===== src/rtl/wallace_pkg.sv =====
`default_nettype none
// +-------------------------------------------------------------------------+
// | Module      : wallace_pkg                                               |
// | Description : Shared constants, types and sizing helpers for the        |
// |               Wallace-tree multiplier datapath.                         |
// | Revision    : 1.0 - initial release                                     |
// +-------------------------------------------------------------------------+
package wallace_pkg;

  // Register stages between operand acceptance and product presentation
  localparam int c_stages = 3;

  // Widest operand the datapath is sized for
  localparam int c_w_max = 16;

  // One partial-product row spans the full 2W-bit product
  typedef logic [2*c_w_max-1:0] pp_row_t;

  // W partial-product rows plus one spare row for the signed-mode constants
  typedef pp_row_t [c_w_max:0] pp_array_t;

  // Redundant (carry-save) form of the product leaving the reduction tree
  typedef struct packed {
    pp_row_t sum;
    pp_row_t carry;
  } csa_pair_t;

  // Rows left after one layer: each triple becomes a sum/carry pair, leftovers stay
  function automatic int csa_rows_out(input int rows);
    return (rows > 2) ? (2 * (rows / 3) + (rows % 3)) : rows;
  endfunction

  // Rows left after a given number of reduction layers
  function automatic int rows_after(input int rows, input int layers);
    int h;
    h = rows;
    for (int k = 0; k < layers; k++) begin
      h = csa_rows_out(h);
    end
    return h;
  endfunction

  // Number of carry-save layers needed to bring the tree height down to two
  function automatic int wallace_layers(input int rows);
    int h;
    int n;
    h = rows;
    n = 0;
    for (int k = 0; k < 32; k++) begin
      if (h > 2) begin
        h = csa_rows_out(h);
        n = n + 1;
      end
    end
    return n;
  endfunction

endpackage
`default_nettype wire


===== src/rtl/wallace_mult_pipe_csa_layer.sv =====
`default_nettype none
// +-------------------------------------------------------------------------+
// | Module      : full_adder / half_adder / csa_layer                       |
// | Description : Adder cells and one carry-save reduction layer. Rows are  |
// |               taken three at a time through full adders; a leftover    |
// |               pair goes through half adders, a single row passes.      |
// |               Carries out of the top column fall off: the datapath is   |
// |               modulo 2^WIDTH and the final product fits in WIDTH bits. |
// | Revision    : 1.0 - initial release                                     |
// +-------------------------------------------------------------------------+
module full_adder (
  input  logic a,
  input  logic b,
  input  logic ci,
  output logic s,
  output logic co
);
  assign s  = a ^ b ^ ci;
  assign co = (a & b) | (ci & (a ^ b));
endmodule

module half_adder (
  input  logic a,
  input  logic b,
  output logic s,
  output logic co
);
  assign s  = a ^ b;
  assign co = a & b;
endmodule

module csa_layer
  import wallace_pkg::*;
#(
  parameter int WIDTH = 16,
  parameter int N_IN  = 3,
  localparam int N_OUT = csa_rows_out(N_IN)
) (
  input  logic [N_IN-1:0][WIDTH-1:0]  rows_in,
  output logic [N_OUT-1:0][WIDTH-1:0] rows_out
);

  localparam int c_groups = N_IN / 3;
  localparam int c_rem    = N_IN % 3;

  // Each row triple is compressed column-wise into a sum row and a shifted carry row
  for (genvar g = 0; g < c_groups; g++) begin : g_grp
    logic [WIDTH-1:0] w_s;
    logic [WIDTH-2:0] w_c;
    for (genvar j = 0; j < WIDTH-1; j++) begin : g_bit
      full_adder u_fa (
        .a  (rows_in[3*g][j]),
        .b  (rows_in[3*g+1][j]),
        .ci (rows_in[3*g+2][j]),
        .s  (w_s[j]),
        .co (w_c[j])
      );
    end
    assign w_s[WIDTH-1]    = rows_in[3*g][WIDTH-1] ^ rows_in[3*g+1][WIDTH-1] ^ rows_in[3*g+2][WIDTH-1];
    assign rows_out[2*g]   = w_s;
    assign rows_out[2*g+1] = {w_c, 1'b0};
  end

  // A leftover pair is half-added; a single leftover row is forwarded untouched
  if (c_rem == 2) begin : g_ha
    logic [WIDTH-1:0] w_s;
    logic [WIDTH-2:0] w_c;
    for (genvar j = 0; j < WIDTH-1; j++) begin : g_bit
      half_adder u_ha (
        .a  (rows_in[N_IN-2][j]),
        .b  (rows_in[N_IN-1][j]),
        .s  (w_s[j]),
        .co (w_c[j])
      );
    end
    assign w_s[WIDTH-1]             = rows_in[N_IN-2][WIDTH-1] ^ rows_in[N_IN-1][WIDTH-1];
    assign rows_out[2*c_groups]     = w_s;
    assign rows_out[2*c_groups + 1] = {w_c, 1'b0};
  end else if (c_rem == 1) begin : g_pass
    assign rows_out[2*c_groups] = rows_in[N_IN-1];
  end

endmodule
`default_nettype wire


===== src/rtl/wallace_mult_pipe.sv =====
`default_nettype none
// +-------------------------------------------------------------------------+
// | Module      : wallace_mult_pipe                                         |
// | Description : Elastic three-stage W x W multiplier.                     |
// |               S1 = partial-product rows, S2 = carry-save pair after a   |
// |               Wallace tree, S3 = product from a ripple adder.           |
// |               Define WALLACE_SIGNED_EN for two's-complement operands    |
// |               (Baugh-Wooley partial products plus a constant row).     |
// | Revision    : 1.0 - initial release                                     |
// +-------------------------------------------------------------------------+
module wallace_mult_pipe
  import wallace_pkg::*;
#(
  parameter int W = 8
) (
  input  logic           clk,
  input  logic           rst,
  input  logic           in_valid,
  output logic           in_ready,
  input  logic [W-1:0]   in_a,
  input  logic [W-1:0]   in_b,
  output logic           out_valid,
  input  logic           out_ready,
  output logic [2*W-1:0] out_p
);

  localparam int c_pw = 2 * W;
`ifdef WALLACE_SIGNED_EN
  localparam int c_rows = W + 1;
`else
  localparam int c_rows = W;
`endif
  localparam int c_layers = wallace_layers(c_rows);

  logic [c_stages-1:0]          r_valid;
  logic                         w_s1_adv;
  logic                         w_s2_adv;
  logic                         w_s3_adv;
  logic [c_rows-1:0][c_pw-1:0]  w_pp;
  logic [c_rows-1:0][c_pw-1:0]  r_s1_rows;
  logic [c_pw-1:0]              w_tree_sum;
  logic [c_pw-1:0]              w_tree_carry;
  logic [c_pw-1:0]              r_s2_sum;
  logic [c_pw-1:0]              r_s2_carry;
  logic [c_pw-1:0]              w_cpa_sum;
  logic [c_pw-1:0]              w_cpa_c;
  logic [c_pw-1:0]              r_s3_prod;

  // A stage moves when it is empty or its successor moves; the last one moves on out_ready
  assign w_s3_adv  = !r_valid[2] || out_ready;
  assign w_s2_adv  = !r_valid[1] || w_s3_adv;
  assign w_s1_adv  = !r_valid[0] || w_s2_adv;
  assign in_ready  = w_s1_adv;
  assign out_valid = r_valid[2];
  assign out_p     = r_s3_prod;

  // Partial-product rows, each placed at its column offset
  for (genvar i = 0; i < W; i++) begin : g_pp
    logic [W-1:0] w_bits;
`ifdef WALLACE_SIGNED_EN
    // Bits pairing exactly one operand MSB carry negative weight and are complemented
    localparam logic [W-1:0] c_inv = (i == W-1) ? {1'b0, {(W-1){1'b1}}}
                                                : {1'b1, {(W-1){1'b0}}};
    assign w_bits = (in_a & {W{in_b[i]}}) ^ c_inv;
`else
    assign w_bits = in_a & {W{in_b[i]}};
`endif
    assign w_pp[i] = {{W{1'b0}}, w_bits} << i;
  end

`ifdef WALLACE_SIGNED_EN
  // Correction constants for the complemented bits: +2^W and +2^(2W-1)
  localparam logic [c_pw-1:0] c_bw_const = (c_pw'(1) << W) | (c_pw'(1) << (c_pw-1));
  assign w_pp[W] = c_bw_const;
`endif

  // Wallace tree: one carry-save layer per generate iteration until two rows remain
  for (genvar l = 0; l < c_layers; l++) begin : g_layer
    localparam int c_n_in  = rows_after(c_rows, l);
    localparam int c_n_out = rows_after(c_rows, l + 1);
    logic [c_n_in-1:0][c_pw-1:0]  w_in;
    logic [c_n_out-1:0][c_pw-1:0] w_out;
    if (l == 0) begin : g_first
      assign w_in = r_s1_rows;
    end else begin : g_next
      assign w_in = g_layer[l-1].w_out;
    end
    csa_layer #(
      .WIDTH (c_pw),
      .N_IN  (c_n_in)
    ) u_csa (
      .rows_in  (w_in),
      .rows_out (w_out)
    );
  end

  assign w_tree_sum   = g_layer[c_layers-1].w_out[0];
  assign w_tree_carry = g_layer[c_layers-1].w_out[1];

  // Ripple carry-propagate adder resolving the carry-save pair held in S2
  assign w_cpa_c[0] = 1'b0;
  for (genvar j = 0; j < c_pw-1; j++) begin : g_cpa
    full_adder u_fa (
      .a  (r_s2_sum[j]),
      .b  (r_s2_carry[j]),
      .ci (w_cpa_c[j]),
      .s  (w_cpa_sum[j]),
      .co (w_cpa_c[j+1])
    );
  end
  assign w_cpa_sum[c_pw-1] = r_s2_sum[c_pw-1] ^ r_s2_carry[c_pw-1] ^ w_cpa_c[c_pw-1];

  // Stage registers: valid bits follow the advance chain, data loads only behind a valid
  always_ff @(posedge clk) begin
    if (rst) begin
      r_valid    <= '0;
      r_s1_rows  <= '0;
      r_s2_sum   <= '0;
      r_s2_carry <= '0;
      r_s3_prod  <= '0;
    end else begin
      if (w_s1_adv) begin
        r_valid[0] <= in_valid;
        if (in_valid) begin
          r_s1_rows <= w_pp;
        end
      end
      if (w_s2_adv) begin
        r_valid[1] <= r_valid[0];
        if (r_valid[0]) begin
          r_s2_sum   <= w_tree_sum;
          r_s2_carry <= w_tree_carry;
        end
      end
      if (w_s3_adv) begin
        r_valid[2] <= r_valid[1];
        if (r_valid[1]) begin
          r_s3_prod <= w_cpa_sum;
        end
      end
    end
  end

endmodule
`default_nettype wire


===== config.mk =====
export PLATFORM = sky130hd
export DESIGN_NAME = wallace_mult_pipe
export DESIGN_NICKNAME = d
export VERILOG_FILES = /design/src/rtl/wallace_pkg.sv /design/src/rtl/wallace_mult_pipe_csa_layer.sv /design/src/rtl/wallace_mult_pipe.sv
export SDC_FILE = /design/constraint.sdc
export NUM_CORES = 1
export LEC_CHECK = 0
export CORE_AREA = 2 2 117 119
export CTS_CLUSTER_DIAMETER = 100
export DETAILED_ROUTE_END_ITERATION = 6
export DIE_AREA = 0 0 119 121
export SETUP_SLACK_MARGIN = 0.1
export SLEW_MARGIN = 5
export SYNTH_ARGS = -nofsm -noshare
export SYNTH_HDL_FRONTEND = slang
export SYNTH_SLANG_ARGS = --single-unit

===== constraint.sdc =====
create_clock -name clk -period 11.1 [get_ports clk]
set_input_delay 2.775 -clock clk [delete_from_list [all_inputs] [get_ports clk]]
set_output_delay 2.775 -clock clk [all_outputs]
set_load 0.01 [all_outputs]

==> Flow_metrics.wiki <==
{| class="wikitable"
! Metric !! Value
|-
| # Max-Cap Violations || 0
|-
| Async set or reset register ratio after synthesis || 0
|-
| Commonest register cell after synthesis || sky130_fd_sc_hd__dfxtp_1
|-
| DPL Wire Length || 8551 um
|-
| Worst setup slack after placement || about 3.5 ns
|-
| Routed len/inst || 16.15 um
|-
| Peak supply drop || 0.08991 mV
|-
| Number of instances in the synthesized netlist || 620
|-
| Area growth, synth to finish || 11.47%
|-
| Die W || 119 um
|-
| Endpoint of the worst register-to-register path || out_p[15]
|-
| Post-synthesis instance area || 5806 um^2
|-
| Area enclosed by the die boundary || 14400 um^2
|-
| Number of antenna violations at the first check in global routing || 0
|-
| Run status || completed
|-
| Clock sink total || 110
|-
| Fraction of final layout cells sized beyond drive strength 1 || 0.04173
|-
| Max-slew violation count || 0
|-
| Register bit count reported by yosys || 110
|-
| Starting density of the core || 0.4437
|-
| Mean cell area of the mapped netlist || ~9.4 um^2
|-
| Post-CTS Resized || 0
|-
| Largest net degree at the start of global routing || about 120
|-
| Total of warnings raised by yosys || 0
|-
| Critical Path Start Type || primary input
|-
| Cell taking the most area after synthesis || sky130_fd_sc_hd__dfxtp_1
|-
| RSZ-0062 raised after global routing || false
|-
| Hold Path Stages || 2
|-
| Htree depth || 3
|-
| Nets in the synthesized netlist || about 700
|-
| Boundary pin count || 38
|-
| Data arrival time of the critical path || 4.80 ns
|-
| Post-route worst setup slack || between 3 and 4 ns
|-
| Area share of the leading cell type in the synthesized netlist || 0.3793
|-
| Class of the worst hold path || flip-flop to flip-flop
|-
| Leakage component of the power || 0.002419 uW
|-
| Post-CTS clock slew at the launch and capture registers of the worst setup and hold paths || 0.07 ns
|-
| Number of enable-type register cells in the synthesized netlist || 0
|-
| Kind of critical path || primary input to output pin
|-
| Wirelength, routed || around 13000 um
|-
| Source of the critical timing path || out_ready
|-
| Count of unique library cells instantiated by Yosys || 28
|-
| Core Region || ~13000 um^2
|-
| Routed vias/inst || ~5.5
|-
| Origin of the worst min-delay path || g_layer[0].w_in[119]
|-
| Final Hold Fails || 0
|-
| Slew Limit Headroom || 0.2930
|-
| Time the final worst path needs with I/O delays and setup || 7.571 ns
|-
| Critical path fanouts, max || 66
|-
| GRT Overall Usage || 0.1945
|-
| Max Clock Freq || 132.1 MHz
|-
| Worst Max-Slew Pin Slew || 1.060 ns
|-
| TritonCTS buffer count || 9
|-
| Number of DRC markers in iteration 0 || 300
|-
| Nets@finish || 709
|-
| Final setup violation count || 0
|-
| Dominant cells by area after synthesis || sky130_fd_sc_hd__dfxtp_1 38%, sky130_fd_sc_hd__fa_1 16%, sky130_fd_sc_hd__nand4_1 6.9%
|-
| Worst setup slack for register-to-register paths || approximately 6.1 ns
|-
| Period utilisation layout || 0.6821
|-
| Row Count || 42
|-
| Total number of vias || 4374
|-
| Number of buffers inserted for hold repair after clock tree synthesis || 0
|-
| Pwr dens || about 140 nW/um^2
|-
| Launch point of the worst reg-to-reg path || r_s2_carry[5]
|-
| Terminating pin of the worst hold path || g_layer[0].w_in[119]
|-
| Root buf cell || sky130_fd_sc_hd__clkbuf_16
|-
| Clock latency at the later pin of the worst-skew pair || 0.36 ns
|-
| Clock tree from TritonCTS || yes
|-
| Drc violations || 0
|-
| Overall Power || 879.0 uW
|-
| Sequential-to-total area share from yosys stat || 0.3793
|-
| # port buffers || 37
|-
| Fillcell total || 1228
|-
| Via count of the first global-routing pass || about 4500
|-
| Worst Reg-to-Reg Cells || 15
|-
| Gr ovfl total || 0
|-
| DRT Pass-1 Iters || 4
|-
| Number of setup buffers added after CTS || 0
|-
| Clock Path Buffers || 2
|-
| Global-route wire length before repair || 22310 um
|-
| Antenna fix cells || 0
|-
| Top cells by count, synth || 110 x sky130_fd_sc_hd__dfxtp_1, 64 x sky130_fd_sc_hd__nand4_1, 63 x sky130_fd_sc_hd__nand2b_1
|-
| Final GP Congestion || 0.7229
|-
| Library cell with the highest instance count after synthesis || sky130_fd_sc_hd__dfxtp_1
|-
| Setup crit end kind || output pin
|-
| Clock Skew || 0.007821 ns
|-
| Setup Total Neg Slack || 0 ns
|-
| Required time of the critical path || 8.33 ns
|-
| Vert. Die Dim || between 100 and 150 um
|-
| Remaining antenna violation count || 0
|}
routing by layer:
layer	GRT usage	vias up	share of wire
met5	0	-	0
met4	0.06027	0	0.017
met3	0.04981	19	0.039
met2	0.3172	83	0.49
met1	0.2546	2145	0.45
li1	-	2127	-
kinds of logic after synthesis:
kind of cell	share of synthesized area
DFF	0.3793
and+or+nand+nor	0.1894
buffers and inverters	0.07823
adders and majority gates	0.2125
AOI/OAI and AO/OA	0.1364
xor gates and xnor gates	0.004094
state kept, by name (all words and copies together) (netlist names):
| name | count |
|---|---|
| g_layer.w_in | 64 |
| out_p | 16 |
| r_s2_carry | 11 |
| r_s2_sum | 16 |
| r_valid | 3 |
critical path, stage by stage:
cell	delay, ns
sky130_fd_sc_hd__clkdlybuf4s50_1	0.51
sky130_fd_sc_hd__and4b_4	0.24
sky130_fd_sc_hd__inv_2	0.04
sky130_fd_sc_hd__buf_4	0.54
sky130_fd_sc_hd__clkdlybuf4s50_1	0.67
worst max-delay path by stage:
| stage | slack, ns | depth (start not counted) | end |
|---|---|---|---|
| finish | 3.53 | 5 | in_ready |
| global route | 3.45 | 5 | in_ready |
| CTS | 3.53 | 5 | in_ready |
| detailed placement | 3.54 | 5 | in_ready |
| global placement | 3.55 | 5 | in_ready |
| floorplan | 5.00 | 3 | in_ready |
cell usage in the layout (no fill, tap or decap), types with 2 or more instances in the layout:
master                            instances
sky130_fd_sc_hd__nor2b_1                 11
sky130_fd_sc_hd__buf_2                    2
sky130_fd_sc_hd__bufinv_16                2
sky130_fd_sc_hd__a211oi_1                 6
sky130_fd_sc_hd__clkdlybuf4s50_1         35
sky130_fd_sc_hd__fa_1                    46
sky130_fd_sc_hd__a21oi_1                 47
sky130_fd_sc_hd__clkinv_4                 2
sky130_fd_sc_hd__clkbuf_16                9
sky130_fd_sc_hd__nand3_1                 36
sky130_fd_sc_hd__ha_1                    25
sky130_fd_sc_hd__dfxtp_1                110
sky130_fd_sc_hd__inv_1                   49
sky130_fd_sc_hd__nand2b_1                63
sky130_fd_sc_hd__o21ai_0                 51
sky130_fd_sc_hd__buf_4                    4
sky130_fd_sc_hd__nand4_1                 64
sky130_fd_sc_hd__clkinv_2                 2
sky130_fd_sc_hd__o21ai_1                 48
metrics by stage:
stage | util | instance area (um^2) | cells | hold WS [ns]
3_5_place_dp | 0.4700 | 6150 | 783 | 0.4594
3_3_place_gp | 0.4700 | 6150 | 783 | 0.4574
6_report | 0.4946 | 6471 | 799 | 0.4697
5_1_grt | 0.4946 | 6471 | 799 | 0.4900
2_1_floorplan | - | 5806 | 620 | 0.4403
4_1_cts | 0.4946 | 6471 | 799 | 0.4723
final cells by class:
type | count | area (um^2) | share of cell area
repair buffers | 41 | 390.4 | 0.06032
clock buffers | 9 | 225.2 | 0.03480
flip-flops and latches | 110 | 2202 | 0.3403
clock inverters | 7 | 96.34 | 0.01489
multi-input cells | 406 | 3149 | 0.4867
inverters | 50 | 187.7 | 0.02900
well taps | 176 | 220.2 | 0.03403
power breakdown:
group	leakage (uW)	total [uW]	switching (uW)	internal (uW)
Combinational	0.00136	104	61.5	42.7
Sequential	0.000895	421	12.1	409
Clock	0.000160	353	155	199
Note: power is estimated with default switching activity, not from simulation.
